**config.mk**
```make
export PLATFORM = sky130hd
export DESIGN_NAME = wb_port_arb
export DESIGN_NICKNAME = d
export VERILOG_FILES = /design/src/rtl/wb_port_arb.sv
export SDC_FILE = /design/constraint.sdc
export NUM_CORES = 1
export LEC_CHECK = 0
export CAP_MARGIN = 20
export CORE_ASPECT_RATIO = 1.2
export CORE_UTILIZATION = 40
export CTS_BUF_LIST = sky130_fd_sc_hd__clkbuf_16
export DETAILED_ROUTE_END_ITERATION = 6
export DONT_BUFFER_PORTS = 1
export PLACE_DENSITY_LB_ADDON = 0.05
export SYNTH_ARGS = -nofsm -noshare
export SYNTH_HDL_FRONTEND = slang
export SYNTH_SLANG_ARGS = --single-unit
export TNS_END_PERCENT = 1
```
**constraint.sdc**
```tcl
create_clock -name i_clk -period 3.3 [get_ports i_clk]
set_input_delay 0.33 -clock i_clk [delete_from_list [all_inputs] [get_ports i_clk]]
set_output_delay 0.33 -clock i_clk [all_outputs]
set_load 0.03 [all_outputs]
```
**src/rtl/wb_port_arb.sv**
```systemverilog
// -----------------------------------------------------------------------------
// wb_port_arb -- single register-file write port shared by the pipeline
// writeback stage and a secondary (long-latency) requester.
//
// The pipeline write normally wins. Secondary writes are queued in a 2-entry
// FIFO and drain in cycles where the pipeline is not writing. The granted
// request is presented on the rf_* outputs one cycle later.
//
// Optional feature (macro WB_STARVE_GUARD_EN):
//   When defined, a saturating starvation counter forces a FIFO grant after
//   STARVE_LIM consecutive cycles in which a queued entry lost. In that cycle
//   o_p_stall tells the pipeline to hold its write. When undefined, the
//   pipeline always wins and o_p_stall is tied to 0.
//
// Parameters:
//   STARVE_LIM   consecutive-loss limit for the secondary requester (1..15)
//
// Ports:
//   i_clk        clock, all state on rising edge
//   i_rst_n      asynchronous active-low reset
//   i_p_vld      pipeline write request
//   i_p_wa/i_p_wd pipeline destination register / write data
//   o_p_stall    pipeline write not taken this cycle, pipeline must hold
//   i_s_vld      secondary write request
//   i_s_wa/i_s_wd secondary destination register / write data
//   o_s_rdy      secondary FIFO can accept an entry
//   o_rf_we      registered register-file write enable
//   o_rf_wa      registered register-file write address
//   o_rf_wd      registered register-file write data
//   o_pend_cnt   secondary FIFO occupancy (0..2)
// -----------------------------------------------------------------------------
module wb_port_arb #(
  parameter int STARVE_LIM = 4
) (
  input  logic        i_clk,
  input  logic        i_rst_n,
  input  logic        i_p_vld,
  input  logic [2:0]  i_p_wa,
  input  logic [15:0] i_p_wd,
  output logic        o_p_stall,
  input  logic        i_s_vld,
  input  logic [2:0]  i_s_wa,
  input  logic [15:0] i_s_wd,
  output logic        o_s_rdy,
  output logic        o_rf_we,
  output logic [2:0]  o_rf_wa,
  output logic [15:0] o_rf_wd,
  output logic [1:0]  o_pend_cnt
);

  // Reject an out-of-range limit at elaboration time.
  if ((STARVE_LIM < 32'sd1) || (STARVE_LIM > 32'sd15)) begin : g_lim_check
    $error("wb_port_arb: STARVE_LIM must be in 1..15");
  end

  // Secondary FIFO storage and pointers
  logic [2:0]  r_fifo_wa [2];
  logic [15:0] r_fifo_wd [2];
  logic        r_rd_ptr;
  logic        r_wr_ptr;
  logic [1:0]  r_cnt;
  logic        r_s_rdy;

  // Registered write port
  logic        r_rf_we;
  logic [2:0]  r_rf_wa;
  logic [15:0] r_rf_wd;

  // Arbitration decode
  logic        w_fifo_ne;
  logic        w_push;
  logic        w_force;
  logic        w_grant_p;
  logic        w_grant_f;
  logic [1:0]  w_cnt_nxt;

`ifdef WB_STARVE_GUARD_EN
  localparam logic [3:0] LIM4 = 4'(STARVE_LIM);
  logic [3:0]  r_starve;
`endif

  // Arbitration and FIFO occupancy decode. Grants look only at the registered
  // occupancy, so an entry pushed this cycle cannot be granted until the next.
  always_comb begin
    w_fifo_ne = (r_cnt != 2'd0);
    w_push    = i_s_vld && r_s_rdy;
`ifdef WB_STARVE_GUARD_EN
    w_force   = w_fifo_ne && (r_starve == LIM4);
`else
    w_force   = 1'b0;
`endif
    w_grant_p = 1'b0;
    w_grant_f = 1'b0;
    if (w_force) begin
      w_grant_f = 1'b1;
    end else if (i_p_vld) begin
      w_grant_p = 1'b1;
    end else if (w_fifo_ne) begin
      w_grant_f = 1'b1;
    end else begin
      w_grant_p = 1'b0;
      w_grant_f = 1'b0;
    end
    case ({w_push, w_grant_f})
      2'b10:   w_cnt_nxt = r_cnt + 2'd1;
      2'b01:   w_cnt_nxt = r_cnt - 2'd1;
      default: w_cnt_nxt = r_cnt;
    endcase
  end

  // FIFO state, ready flag and the registered register-file write port.
  // Reset discards queued entries immediately.
  always_ff @(posedge i_clk or negedge i_rst_n) begin
    if (!i_rst_n) begin
      r_fifo_wa[0] <= 3'd0;
      r_fifo_wa[1] <= 3'd0;
      r_fifo_wd[0] <= 16'd0;
      r_fifo_wd[1] <= 16'd0;
      r_rd_ptr     <= 1'b0;
      r_wr_ptr     <= 1'b0;
      r_cnt        <= 2'd0;
      r_s_rdy      <= 1'b0;
      r_rf_we      <= 1'b0;
      r_rf_wa      <= 3'd0;
      r_rf_wd      <= 16'd0;
    end else begin
      if (w_push) begin
        r_fifo_wa[r_wr_ptr] <= i_s_wa;
        r_fifo_wd[r_wr_ptr] <= i_s_wd;
        r_wr_ptr            <= ~r_wr_ptr;
      end
      if (w_grant_f) begin
        r_rd_ptr <= ~r_rd_ptr;
      end
      r_cnt   <= w_cnt_nxt;
      // Ready tracks the occupancy that will be registered, so a pop in the
      // same cycle as a full FIFO only raises ready on the following cycle.
      r_s_rdy <= (w_cnt_nxt != 2'd2);
      r_rf_we <= w_grant_p || w_grant_f;
      if (w_grant_p) begin
        r_rf_wa <= i_p_wa;
        r_rf_wd <= i_p_wd;
      end else if (w_grant_f) begin
        r_rf_wa <= r_fifo_wa[r_rd_ptr];
        r_rf_wd <= r_fifo_wd[r_rd_ptr];
      end
    end
  end

`ifdef WB_STARVE_GUARD_EN
  // Counts consecutive cycles a queued entry lost; saturates at the limit,
  // which then forces the FIFO grant.
  always_ff @(posedge i_clk or negedge i_rst_n) begin
    if (!i_rst_n) begin
      r_starve <= 4'd0;
    end else if (!w_fifo_ne || w_grant_f) begin
      r_starve <= 4'd0;
    end else if (r_starve != LIM4) begin
      r_starve <= r_starve + 4'd1;
    end
  end
`endif

  // Stall is only meaningful when the pipeline actually asked to write.
  assign o_p_stall  = w_force && i_p_vld;
  assign o_s_rdy    = r_s_rdy;
  assign o_rf_we    = r_rf_we;
  assign o_rf_wa    = r_rf_wa;
  assign o_rf_wd    = r_rf_wd;
  assign o_pend_cnt = r_cnt;

endmodule

```
# Word-level counts from Yosys, hierarchy flattened

Index checks and enable logic that the tools add are counted.

Word-level logic and storage cells: 48
Output and inout bits: 24
Input bits: 42
Register bits after elaboration: 63

$lt $le $gt $ge: 3
Bitwise operators: 4
Add/subtract/negate cells: 2
Muxes and demuxes: 20
Reductions and logical operators: 5
Equality and inequality tests: 3

Operators by type and width:

| cell                                                      | number |
|---|---|
| 2-to-1 mux 16 bit                                         | 6 |
| bitwise mux 32 bit                                        | 1 |
| 2-to-1 mux 3 bit                                          | 6 |
| demux 16 bit (select 1 bit)                               | 1 |
| bitwise mux 6 bit                                         | 1 |
| greater-or-equal comparator 2 bit (second input constant) | 2 |
| inverter 1 -> 2 bit                                       | 2 |
| case mux 2 bit (2 select lines)                           | 1 |
| nonzero test 2 bit                                        | 2 |
| demux 3 bit (select 1 bit)                                | 1 |
| 2-to-1 mux 1 bit                                          | 3 |
| adder 2 x 1 -> 2 bit (second input constant)              | 1 |
| equality test 2 x 1 -> 1 bit (second input constant)      | 1 |
| equality test 2 bit (second input constant)               | 1 |
| logical AND 1 bit                                         | 2 |
| < comparator 2 x 1 -> 1 bit (second input constant)       | 1 |
| inequality test 2 bit (second input constant)             | 1 |
| inverter 1 bit                                            | 2 |
| subtractor 2 x 1 -> 2 bit (second input constant)         | 1 |
| logical OR 1 bit                                          | 1 |

# Longest topological paths before layout

Depth in word-level cells: 6
Gate-level depth with buffers: 8
Gate-level depth less buffers: 6

# Worst setup path before layout

OpenSTA, ideal clock, no wires.

Path kind: reg-to-reg
Start point: register r_cnt[0] (netlist: o_pend_cnt[0])
End point: register r_s_rdy (netlist: o_s_rdy)
Period minus slack after synthesis: 1.773 ns
Arrival: 1.631 ns
Path slack: 1.527 ns
Cell stages (with the launch flop): 9
Path through: dfrtp_1 -> buf_4 -> nor2_1 -> buf_2 -> nor2_1 -> ha_1 -> nand3b_1 -> o21ai_0 -> a32oi_1

Cells in the longest elaborated chain, start to end: 6
Elaborated cells on any way between the ends: 9
Classes of those cells: add/sub: 2; eq/ne: 3; mux: 3; reduce/logical: 1

RTL lines:

| item                                                                | line | source |
|---|---|---|
| from (decl)                                                         | 61   | `logic [1:0] r_cnt;` |
| from (signal assigned)                                              | 135  | `r_cnt <= w_cnt_nxt;` |
| nonzero test 2 bit (*)                                              | 85   | `w_fifo_ne = (r_cnt != 2'd0);` |
| 2-to-1 mux 1 bit (*)                                                | 98   | `end else if (w_fifo_ne) begin` |
| 2-to-1 mux 1 bit (*)                                                | 96   | `end else if (i_p_vld) begin` |
| via w_grant_f                                                       | 74   | `logic w_grant_f;` |
| equality test 2 x 1 -> 1 bit or equality test 2 bit (tied branches) | 104  | `case ({w_push, w_grant_f})` |
| case mux 2 bit (2 select lines) (*)                                 | 104  |  |
| inequality test 2 bit (*)                                           | 138  | `r_s_rdy <= (w_cnt_nxt != 2'd2);` |
| to (signal assigned)                                                | 138  |  |
| to (decl)                                                           | 62   | `logic r_s_rdy;` |

Mark *: on every way through the listed nets, which the timed path passes. The rest lies on a longest branch.
A chain may end at the register's enable or synchronous reset.

# Worst setup path after layout

Ends and elaborated chain as after synthesis.

==> results_dict.tcl <==
set metrics [dict create \
    status "completed" \
    diodes 0 \
    hold_path_class "in -> reg" \
    final-max-slew-violation-count 0 \
    synthesis.nets 277 \
    nFillCells 623 \
    crit_chain "nor2_2 > buf_4 > nor2_1 > ha_1 > nand3b_1 > o21ai_0 > a32oi_1" \
    grt_pass1_vias 1742 \
    cts_tree "done" \
    htree_levels 3 \
    ir_drop_mv 0.515 \
    worstPathArrival_ns 2.10 \
    yosys.area.top_type "dfrtp_1" \
    cts_resized 0 \
    synth_common_cells "dfrtp_1 (63), nand2_1 (22), nor2_1 (22)" \
    critPathRequiredTime_ns 3.46 \
    rows 33 \
    placed_cell_area_sq_um 2890 \
    stdcell_area_sq_um 3180 \
    ys_types 25 \
    num_vias 1700 \
    final_cells 324 \
    cp-start-kind "flop" \
    ys_warn_count 0 \
    clockBufferDepth 2 \
    final.setup.tns_ns 0 \
    p_per_area_nw_per_um2 1100 \
    drt_first_pass_iters 4 \
    core_sq_um 6900 \
    io_buffers 0 \
    synth-seq-area-share_pct 55.0 \
    cts_buffers 9 \
    routed_via_density 5.25 \
    async_flop_share_pct 100 \
    critical_path.max_fanout 20 \
    post_drt_wl_per_cell_um 17.4 \
    yosysMostFrequentCell "dfrtp_1" \
    finalSetupViolCount 0 \
    rsz0062_at_grt "no" \
    regArea_sq_um 1580 \
    leakagePower_nw 1.41 \
    ant_nets 0 \
    area_growth_pct 10.9 \
    ys_ff_latch 63 \
    grtUsageTotal_pct 16.7 \
    grt_max_degree 64 \
    clk_latency_ns 0.32 \
    cp-end-kind "flop" \
    synthCells 234 \
    cts_num_sinks 63 \
    gp_congestion 0.675 \
    place_hpwl_mm 3.73 \
    drc 0 \
    timing.final.crit_share_pct 58.7 \
    drive_gt1_share_pct 24.1 \
    die_w_um 79.3 \
    ios 66 \
    layout_min_cycle_time_ns 1.94 \
    routed_wl_mm 5.65 \
    critical_path_class "reg -> reg" \
    slew_headroom_pct 43.9 \
    worstMarginPinSlew_ns 0.841 \
    grt-ovfl-total 0 \
    crit_path_top_delay_cell "dfrtp_1" \
    finalClockSkew_ns 0.00530 \
    hold_viol_final 0 \
    dr.first_iter.drc_count 84 \
    synth_ff_type "dfrtp_1" \
    antenna_found_initial 0 \
    multi_input_area_sq_um 1180 \
    grt_pass1_wl_mm 9.15 \
    syn_area_sq_um 2870 \
    slowest_delay_ns 0.57 \
    nNetsFinal 275 \
    die_area_sq_um 7510 \
    clk_pin_slew_ns 0.05 \
    yosys-top-cells-area "dfrtp_1 (55%), mux2_4 (9.9%), mux2_2 (7.5%)" \
    die_y_um 94.8 \
    maxCapViolations 0 \
    synth.avg_cell_area_sq_um 12.3 \
    cts_root_buffer "clkbuf_16" \
    dp.cells 306 \
    max_clock_freq_mhz 516 \
    synth_top_area_share_pct 55.0 \
    synth-edff-count 0 \
    initial_core_util_pct 41.6 \
]
==> final timing paths <==
kind / startpoint / end / slack [ns] / depth (start not counted)
worst max-delay path: o_pend_cnt[0] / o_s_rdy / 1.36 / 7
worst min-delay path: i_p_vld / o_rf_wd[1] / 0.12 / 1
worst max register to register: o_pend_cnt[0] / o_s_rdy / 1.36 / 7
worst min register to register: r_fifo_wd[6] / r_fifo_wd[6] / 0.50 / 1
max in group asynchronous: i_rst_n / r_fifo_wd[8] / 2.48 / 2
min in group asynchronous: i_rst_n / o_rf_wd[12] / 0.53 / 2
==> metrics by stage <==
step	power (mW)	hold WS [ns]	worst slack [ns]	utilization, %
4_1_cts	3.56	0.0990	1.33	46.1
3_5_place_dp	2.72	0.0359	1.33	41.8
5_1_grt	3.74	0.108	1.23	46.1
2_1_floorplan	2.52	0.0344	1.53	-
6_report	3.51	0.118	1.36	46.1
3_3_place_gp	2.67	0.0364	1.41	41.8
==> state kept, by name (all words and copies together), names as in the netlist <==
name / flops
o_pend_cnt: 2
o_rf_wa: 3
o_rf_wd: 16
o_rf_we: 1
o_s_rdy: 1
r_fifo_wa: 6
r_fifo_wd: 32
r_rd_ptr: 1
r_wr_ptr: 1
==> report_power, final <==
part	internal (mW)	leakage, nW	switching (mW)
Combinational	0.584	0.530	0.469
Clock	0.493	0.133	0.311
Sequential	1.14	0.744	0.512
==> cells by family after synthesis <==
kind of cell	synth area share, %
buffers and inverters	3.93
other	0.131
flip-flops	55.0
AO/OA/AOI/OAI	10.4
AND/OR/NAND/NOR	11.5
adder cells (fa/ha/maj)	0.436
multiplexers	17.4
XOR/XNOR	1.22
==> layout make-up <==
class	instances	area share, %
Timing Repair Buffer	4	1.65
Clock inverter	7	1.02
Multi-Input combinational cell	153	37.1
Sequential cell	63	49.6
Inverter	1	0.118
Clock buffer	9	7.08
Tap cell	87	3.42
==> placed cells by master, fill, tap and decap left out, types with 2 or more instances in the layout <==
cell	n
dfrtp_1	63
nand2_1	22
nor2_1	21
mux2_2	19
nor2b_1	19
a211oi_1	19
o31ai_1	19
mux2_4	19
clkbuf_16	9
inv_1	3
xor2_1	2
xnor2_1	2
clkinv_1	2
clkinv_2	2
buf_4	2
==> worst max-delay path, delay by kind of cell (launching register included) <==
family,cells,cell delay [ns]
compound gates,2,0.16
buf+inv,1,0.27
simple gates,3,0.43
fa+ha+maj,1,0.34
flops,1,0.57
==> what timing repair did <==
| action | in CTS | in global routing |
|---|---|---|
| hold buffers | 2 | 0 |
| setup buffers | 0 | 0 |
| endpoints found under the hold margin | 63 | 0 |
==> metal layers <==
layer	up-vias	track usage (%)	wire length, um
li1	816	-	-
met1	826	22.1	2590
met2	50	23.7	2510
met3	8	6.38	452
met4	0	8.18	88
met5	-	0	0
No activity file was read; power rests on OpenSTA's default activity.
